## config.mk

```make
export PLATFORM = sky130hd
export DESIGN_NAME = apb_master_ctrl
export DESIGN_NICKNAME = d
export VERILOG_FILES = /design/src/rtl/apb_master_ctrl.sv
export SDC_FILE = /design/constraint.sdc
export NUM_CORES = 1
export LEC_CHECK = 0
export CORE_MARGIN = 5
export CORE_UTILIZATION = 40
export DETAILED_ROUTE_END_ITERATION = 8
export HOLD_SLACK_MARGIN = 0.08
export PLACE_DENSITY = 0.79
export REMOVE_ABC_BUFFERS = 1
export SLEW_MARGIN = 10
export SYNTH_ARGS = -nofsm -noshare
export SYNTH_HDL_FRONTEND = slang
export SYNTH_SLANG_ARGS = --single-unit
```

## constraint.sdc

```tcl
create_clock -name clk -period 1.8 [get_ports clk]
set_clock_uncertainty 0.15 [all_clocks]
set_input_delay 0.18 -clock clk [delete_from_list [all_inputs] [get_ports clk]]
set_output_delay 0.18 -clock clk [all_outputs]
set_load 0.005 [all_outputs]
```

## src/rtl/apb_master_ctrl.sv

```systemverilog
// APB master controller: sequences processor requests through IDLE/SETUP/ACCESS.
// Define APB_MASTER_CTRL_TIMEOUT_EN to abort ACCESS after wait_cycles+TIMEOUT_MARGIN cycles.
module apb_master_ctrl #(
   parameter int unsigned TIMEOUT_MARGIN = 4
) (
   input  logic       clk,
   input  logic       reset,
   input  logic       start,
   input  logic       write,
   input  logic [1:0] sel,
   input  logic [7:0] addr,
   input  logic [7:0] wdata,
   input  logic [7:0] wait_cycles,
   output logic [7:0] rdata,
   output logic       stable,
   output logic       busy,
   output logic       error,
   output logic       apb_write,
   output logic [1:0] apb_sel,
   output logic [7:0] apb_addr,
   output logic [7:0] apb_wdata,
   output logic       apb_enable,
   output logic [7:0] apb_wait_cycles,
   input  logic       apb_ready,
   input  logic [7:0] apb_rdata
);

`ifdef APB_MASTER_CTRL_TIMEOUT_EN
   localparam bit TIMEOUT_EN = 1'b1;
`else
   localparam bit TIMEOUT_EN = 1'b0;
`endif

   typedef enum logic [1:0] {IDLE, SETUP, ACCESS} state_t;

   state_t     state;
   logic [8:0] count;
   logic [8:0] limit;
   logic       timed_out;
   logic       accept;
   logic       load;

   always_comb begin
      limit     = {1'b0, apb_wait_cycles} + 9'(TIMEOUT_MARGIN);
      // count+1 compared at 10 bits so the last ACCESS cycle is detected without wrap
      timed_out = TIMEOUT_EN && (({1'b0, count} + 10'd1) >= {1'b0, limit});
      accept    = start && (sel != 2'b00);
      load      = accept && ((state == IDLE) || ((state == ACCESS) && apb_ready));
   end

   always_ff @(posedge clk or negedge reset) begin
      if (!reset) begin
         state           <= IDLE;
         count           <= '0;
         rdata           <= '0;
         stable          <= 1'b0;
         busy            <= 1'b0;
         error           <= 1'b0;
         apb_write       <= 1'b0;
         apb_sel         <= '0;
         apb_addr        <= '0;
         apb_wdata       <= '0;
         apb_enable      <= 1'b0;
         apb_wait_cycles <= '0;
      end else begin
         stable <= 1'b0;
         error  <= 1'b0;
         case (state)
            IDLE: begin
               if (start && !accept) error <= 1'b1;
            end
            SETUP: begin
               state      <= ACCESS;
               apb_enable <= 1'b1;
               count      <= '0;
            end
            ACCESS: begin
               if (apb_ready) begin
                  if (!apb_write) rdata <= apb_rdata;
                  stable     <= 1'b1;
                  state      <= IDLE;
                  busy       <= 1'b0;
                  apb_sel    <= '0;
                  apb_enable <= 1'b0;
               end else if (timed_out) begin
                  error      <= 1'b1;
                  state      <= IDLE;
                  busy       <= 1'b0;
                  apb_sel    <= '0;
                  apb_enable <= 1'b0;
               end else if (count != '1) begin
                  count <= count + 9'd1;
               end
            end
            default: state <= IDLE;
         endcase
         // A request taken on a completing edge overrides the return to IDLE.
         if (load) begin
            state           <= SETUP;
            busy            <= 1'b1;
            apb_enable      <= 1'b0;
            apb_write       <= write;
            apb_sel         <= sel;
            apb_addr        <= addr;
            apb_wdata       <= wdata;
            apb_wait_cycles <= wait_cycles;
         end
      end
   end

endmodule

```

==> results of run 1 <==
## per-stage QoR
stage / hold WS, ns / setup WS, ns / setup TNS (ns) / cells / power (mW)
after CTS: 0.3326 / 0.1217 / 0 / 238 / 3.080
after global placement: 0.1079 / -0.06667 / -1.452 / 229 / 2.418
final: 0.3358 / 0.1260 / 0 / 238 / 3.031
after global routing: 0.3272 / 0.03797 / 0 / 238 / 3.218
after detailed placement: 0.1276 / -0.1045 / -2.139 / 229 / 2.481
after floorplan: -0.2656 / -0.7610 / -20.54 / 94 / 1.701
## state kept, by name, indices dropped and copies added, names as in the netlist
name and flops:
apb_addr 8, apb_enable 1, apb_sel 2, apb_wait_cycles 8
apb_wdata 8, apb_write 1, busy 1, error 1
rdata 8, stable 1, state 2
## worst max-delay path by stage
| stage | cells after the start | endpoint | start | slack (ns) |
|---|---|---|---|---|
| after floorplan | 3 | apb_addr[0]$_DFFE_PN0P_ | state[0]$_DFFE_PN0P_ | -0.76 |
| after global placement | 5 | apb_wait_cycles[1]$_DFFE_PN0P_ | apb_ready | -0.07 |
| after detailed placement | 5 | apb_addr[4]$_DFFE_PN0P_ | apb_ready | -0.10 |
| after CTS | 4 | apb_wdata[4]$_DFFE_PN0P_ | state[1]$_DFFE_PN0P_ | 0.12 |
| after global routing | 4 | apb_wdata[4]$_DFFE_PN0P_ | state[1]$_DFFE_PN0P_ | 0.04 |
| final | 4 | apb_wdata[4]$_DFFE_PN0P_ | state[1]$_DFFE_PN0P_ | 0.13 |
## critical path, cell delays in order (launching register included)
cell and delay, ns:
dfrtp_1 0.44, nand2b_1 0.14, nor3b_4 0.26, buf_12 0.20
mux2_2 0.35
## final cells by class
type                       count  area, µm²
fill                         287       1378
sequential                    41       1026
multi-input combinational     50      530.5
clock buffer                   5      68.82
timing repair buffer          86      848.3
clock inverter                 3      17.52
inverter                       3      11.26
tap                           50      62.56
## cell usage after synthesis
| master | count | area [µm²] |
|---|---|---|
| nor4_1 | 1 | 6.260 |
| nand2b_4 | 1 | 13.76 |
| buf_6 | 1 | 11.26 |
| a21o_1 | 1 | 7.510 |
| nand2_1 | 2 | 7.510 |
| o21a_1 | 1 | 7.510 |
| dfrtp_1 | 41 | 1026 |
| mux2_4 | 6 | 90.09 |
| a22o_1 | 1 | 8.760 |
| inv_1 | 3 | 11.26 |
| buf_12 | 1 | 20.02 |
| nand2b_1 | 1 | 6.260 |
| nor3b_2 | 1 | 12.51 |
| mux2i_1 | 3 | 30.03 |
| nor2_1 | 1 | 3.750 |
| buf_4 | 1 | 7.510 |
| mux2_2 | 27 | 304.0 |
| nor2_2 | 1 | 6.260 |
| o21ai_0 | 1 | 5.000 |
| or2b_1 | 1 | 7.510 |
| nand3b_1 | 1 | 7.510 |
## kinds of logic after synthesis
group | after synthesis | synth area share
and+or+nand+nor | 10 | 0.04457
muxes | 36 | 0.2651
DFF | 41 | 0.6411
buffers and inverters | 6 | 0.03128
AOI/OAI and AO/OA | 4 | 0.01798
## metal layers
layer  track usage  up-vias  wire length (µm)
li1              -      516                 -
met1        0.1729      548              1401
met2        0.2731       58              2057
met3       0.08208        3               429
met4       0.05123        0                31
met5             0        -                 0
## timing repair
action                                  CTS  global route
resized for setup                         0             0
hold endpoints to repair                 41             0
hold buffers                              1             0
endpoints found under the setup margin    0             0
## power by group through the flow
stage,Combinational [mW],Sequential (mW),Clock [mW]
finish,1.10,1.35,0.581
global placement,1.07,1.35,0
global route,1.17,1.39,0.653
detailed placement,1.11,1.37,0
CTS,1.12,1.36,0.603
floorplan,0.328,1.37,0
==> results.py, run 1 <==
metrics = {
    "setup_path": {
        "reg2regPathDepth": 4,
        "reg2reg_to": "apb_wdata[4]$_DFFE_PN0P_",
        "required_ns": 1.82,
        "worst_setup_path_start_kind": "flop",
        "worst-path-max-fanout": 21,
        "endpoint_kind": "flop",
        "crit_type": "reg2reg",
        "rr_startpoint": "state[1]$_DFFE_PN0P_",
        "crit_arrival_ns": 1.70,
        "r2r_slack_ns": 0.13,
    },
    "sta": {
        "rsz0062_at_grt": "false",
        "relSlewSlack": 0.6562,
        "min_period_over_period": 0.9300,
        "finalMaxSlewViolations": 0,
        "worstMarginPinSlew_ns": 0.5157,
        "fmax_mhz": 597.4,
        "setup_violations": 0,
        "period_needed_ns": 1.674,
        "hold_viol": 0,
    },
    "placement": {
        "dpl_cell_area_um2": 2469,
        "portBuffers": 77,
        "gp_congestion": 0.8154,
    },
    "synthesis": {
        "avgSynthCellArea_um2": 16.50,
        "synth-seq-cells": 41,
        "syn_area_um2": 1600,
        "synthDistinctLibCells": 21,
        "seq_area_frac_synth": 0.6411,
        "ys_warn_count": 0,
        "syn_inst": 97,
    },
    "global_routing": {
        "antenna_found_initial": 0,
        "grt_start_max_net_pins": 42,
        "grt_pass1_vias": 1315,
        "grt_pass1_wl_um": 6472,
        "grt.total_usage": 0.1607,
        "grt_overflow_total": 0,
    },
    "die": {
        "pin_count": 78,
        "core_area_um2": 3943,
        "dieWidth_um": 73.25,
        "chipHeight_um": 73.25,
        "dieArea_um2": 5366,
        "rows": 23,
        "initial_core_util": 0.4059,
    },
    "run": {
        "max-cap-violations": 0,
    },
    "outcome": {
        "outcome": "completed",
    },
    "power_and_ir_drop": {
        "seqPwrFrac": 0.446,
        "switching_share": 0.2592,
        "p_per_area_nw_per_um2": 1182,
        "p_leak_nw": 1.098,
        "vdd_drop_max_mv": 0.6065,
        "p_clk_frac": 0.192,
        "share_comb_of_total_power": 0.362,
        "p_switching_uw": 785.4,
        "power.internal_mw": 2.245,
    },
    "drt": {
        "drt_iter0_markers": 33,
        "final_antenna_net_count": 0,
        "routed_wl_um": 3920,
        "drc_errors": 0,
        "vias_per_cell": 4.727,
        "first_pass_iters": 4,
        "avgRoutedWirePerCell_um": 16.47,
        "via_count": 1125,
    },
    "clock_network": {
        "clockBufferDepth": 2,
        "clock_latency_ns": 0.29,
        "cts_setup_buffers": 0,
        "htreeDepth": 2,
        "clkTransAtPathRegs_ns": 0.08,
        "clockRootBuffer": "clkbuf_8",
        "cts_buffers": 5,
        "tritoncts": "yes",
        "cts_sinks": 41,
    },
    "cells_and_area": {
        "syn2layout_area_growth_pct": 60.28,
        "diodes": 0,
        "final_area_um2": 2565,
        "post-route-util": 0.6506,
        "layout_commonest_cell": "clkdlybuf4s50_1",
        "final_layout_size_suffix_gt1_frac": 0.2819,
        "nets": 226,
        "final_cell_mix": "clkdlybuf4s50_1 (76), dfrtp_1 (41), mux2_2 (27), buf_4 (7), mux2_4 (6)",
    },
    "worst_hold_path": {
        "hold_class": "in2async",
    },
}
No activity file was read; power rests on OpenSTA's default activity.
==> run 2: changes to the inputs <==
--- a/config.mk
+++ b/config.mk
@@ -8,8 +8,10 @@
 export CORE_MARGIN = 5
 export CORE_UTILIZATION = 40
 export DETAILED_ROUTE_END_ITERATION = 8
+export GPL_TIMING_DRIVEN = 1
 export HOLD_SLACK_MARGIN = 0.08
 export PLACE_DENSITY = 0.79
+export RECOVER_POWER = 100
 export REMOVE_ABC_BUFFERS = 1
 export SLEW_MARGIN = 10
 export SYNTH_ARGS = -nofsm -noshare
==> results.py, run 2 (same netlist as run 1, synthesis figures left out) <==
metrics = {
    "drt": {
        "routed_wl_um": 3879,
        "avgRoutedWirePerCell_um": 16.30,
        "final_antenna_net_count": 0,
        "first_pass_iters": 4,
        "drt_iter0_markers": 34,
        "via_count": 1136,
        "drc_errors": 0,
        "vias_per_cell": 4.773,
    },
    "die": {
        "core_area_um2": 3943,
        "pin_count": 78,
        "initial_core_util": 0.4059,
        "dieArea_um2": 5366,
        "chipHeight_um": 73.25,
        "rows": 23,
        "dieWidth_um": 73.25,
    },
    "sta": {
        "relSlewSlack": 0.3360,
        "fmax_mhz": 598.0,
        "hold_viol": 0,
        "rsz0062_at_grt": "false",
        "setup_violations": 0,
        "worstMarginPinSlew_ns": 0.9960,
        "setup_tns_ns": 0,
        "finalMaxSlewViolations": 0,
        "timing.hold.ws_ns": 0.3302,
        "setup_ws_ns": 0.1277,
        "period_needed_ns": 1.672,
        "min_period_over_period": 0.9290,
    },
    "cells_and_area": {
        "num-fill-cells": 293,
        "nets": 226,
        "post-route-util": 0.6436,
        "layout_commonest_cell": "dfrtp_1",
        "diodes": 0,
        "syn2layout_area_growth_pct": 58.56,
        "multi_input_area_um2": 511.7,
        "fin_cells": 238,
        "ff_latch_area_um2": 1026,
        "final_cell_mix": "dfrtp_1 (41), dlygate4sd3_1 (40), clkdlybuf4s50_1 (37), mux2_2 (27)",
        "final_layout_size_suffix_gt1_frac": 0.2500,
        "final_area_um2": 2537,
    },
    "outcome": {
        "outcome": "completed",
    },
    "global_routing": {
        "grt_pass1_vias": 1315,
        "grt_use_met1": 0.1729,
        "grt_overflow_total": 0,
        "antenna_found_initial": 0,
        "gr-max-usage-layer": "met2",
        "grt.total_usage": 0.1607,
        "grt_start_max_net_pins": 42,
        "met2_usage": 0.2731,
        "use_met3": 0.08208,
        "grt_pass1_wl_um": 6472,
    },
    "setup_path": {
        "rr_startpoint": "state[1]$_DFFE_PN0P_",
        "required_ns": 1.82,
        "crit_arrival_ns": 1.69,
        "endpoint_kind": "flop",
        "r2r_slack_ns": 0.13,
        "reg2regPathDepth": 4,
        "worst_setup_path_start_kind": "flop",
        "crit_type": "reg2reg",
        "reg2reg_to": "apb_wdata[4]$_DFFE_PN0P_",
        "worst-path-max-fanout": 21,
    },
    "placement": {
        "portBuffers": 77,
        "place_inst": 229,
        "dpl_cell_area_um2": 2469,
        "gp_congestion": 0.8154,
        "pre_cts_ws_ns": -0.1045,
    },
    "power_and_ir_drop": {
        "p_per_area_nw_per_um2": 1136,
        "seqPwrFrac": 0.464,
        "finalPower_mw": 2.881,
        "vdd_drop_max_mv": 0.5781,
        "power.internal_mw": 2.115,
        "p_clk_frac": 0.201,
        "switching_share": 0.2658,
        "share_comb_of_total_power": 0.335,
        "p_switching_uw": 765.9,
        "p_leak_nw": 1.098,
    },
    "worst_hold_path": {
        "whs_endpoint": "busy$_DFFE_PN0P_",
        "hold_class": "reg2reg",
        "min_from": "busy$_DFFE_PN0P_",
        "whs_path_depth": 1,
    },
    "clock_network": {
        "cts_resized": 0,
        "clkTransAtPathRegs_ns": 0.08,
        "cts_setup_buffers": 0,
        "clockRootBuffer": "clkbuf_8",
        "cts_sinks": 41,
        "clock_latency_ns": 0.29,
        "htreeDepth": 2,
        "tritoncts": "yes",
        "cts_buffers": 5,
        "clockBufferDepth": 2,
    },
    "run": {
        "max-cap-violations": 0,
    },
}
==> run 2: cell types whose count changed in the layout (fill, tap and decap cells not counted) <==
cell	delta
clkdlybuf4s50_1	-39
clkbuf_1	+1
mux2_1	+5
buf_4	-3
mux2_4	-5
dlygate4sd3_1	+39
clkbuf_2	+2
==> run 2: worst max-delay path: stages, from the launching register on <==
cell and delay [ns]:
dfrtp_1 0.44, nand2b_1 0.14, nor3b_4 0.26, buf_12 0.20, mux2_2 0.35
==> run 2: power groups by stage <==
stage | logic, mW | registers, mW | clock network (mW)
5_1_grt | 1.04 | 1.38 | 0.653
4_1_cts | 1.12 | 1.36 | 0.603
3_5_place_dp | 1.11 | 1.37 | 0
3_3_place_gp | 1.07 | 1.35 | 0
2_1_floorplan | 0.328 | 1.37 | 0
6_report | 0.965 | 1.34 | 0.580
==> run 2: worst max path at each step <==
stage	from	end	slack, ns	cells after the start
floorplan	state[0]$_DFFE_PN0P_	apb_addr[0]$_DFFE_PN0P_	-0.76	3
global placement	apb_ready	apb_wait_cycles[1]$_DFFE_PN0P_	-0.07	5
detailed placement	apb_ready	apb_addr[4]$_DFFE_PN0P_	-0.10	5
CTS	state[1]$_DFFE_PN0P_	apb_wdata[4]$_DFFE_PN0P_	0.12	4
global route	state[1]$_DFFE_PN0P_	apb_wdata[4]$_DFFE_PN0P_	0.04	4
finish	state[1]$_DFFE_PN0P_	apb_wdata[4]$_DFFE_PN0P_	0.13	4
==> run 2: layer usage <==
layer | routed length, µm | share of wire | vias up
met4 | 32 | 0.0082 | 0
met3 | 441 | 0.11 | 3
met2 | 2038 | 0.53 | 56
met5 | 0 | 0 | -
li1 | - | - | 516
met1 | 1366 | 0.35 | 561
==> run 2: cell type report <==
type / count / area share
flip-flops and latches: 41 / 0.4043
multi-input cells: 50 / 0.2017
repair buffers: 86 / 0.3309
inverters: 3 / 0.004438
well taps: 50 / 0.02465
clock buffers: 5 / 0.02712
clock inverters: 3 / 0.006903
==> run 2: what timing repair did <==
action                     in CTS  in global routing
setup endpoints to repair       0                  0
hold endpoints to repair       41                  0
hold buffers                    1                  0
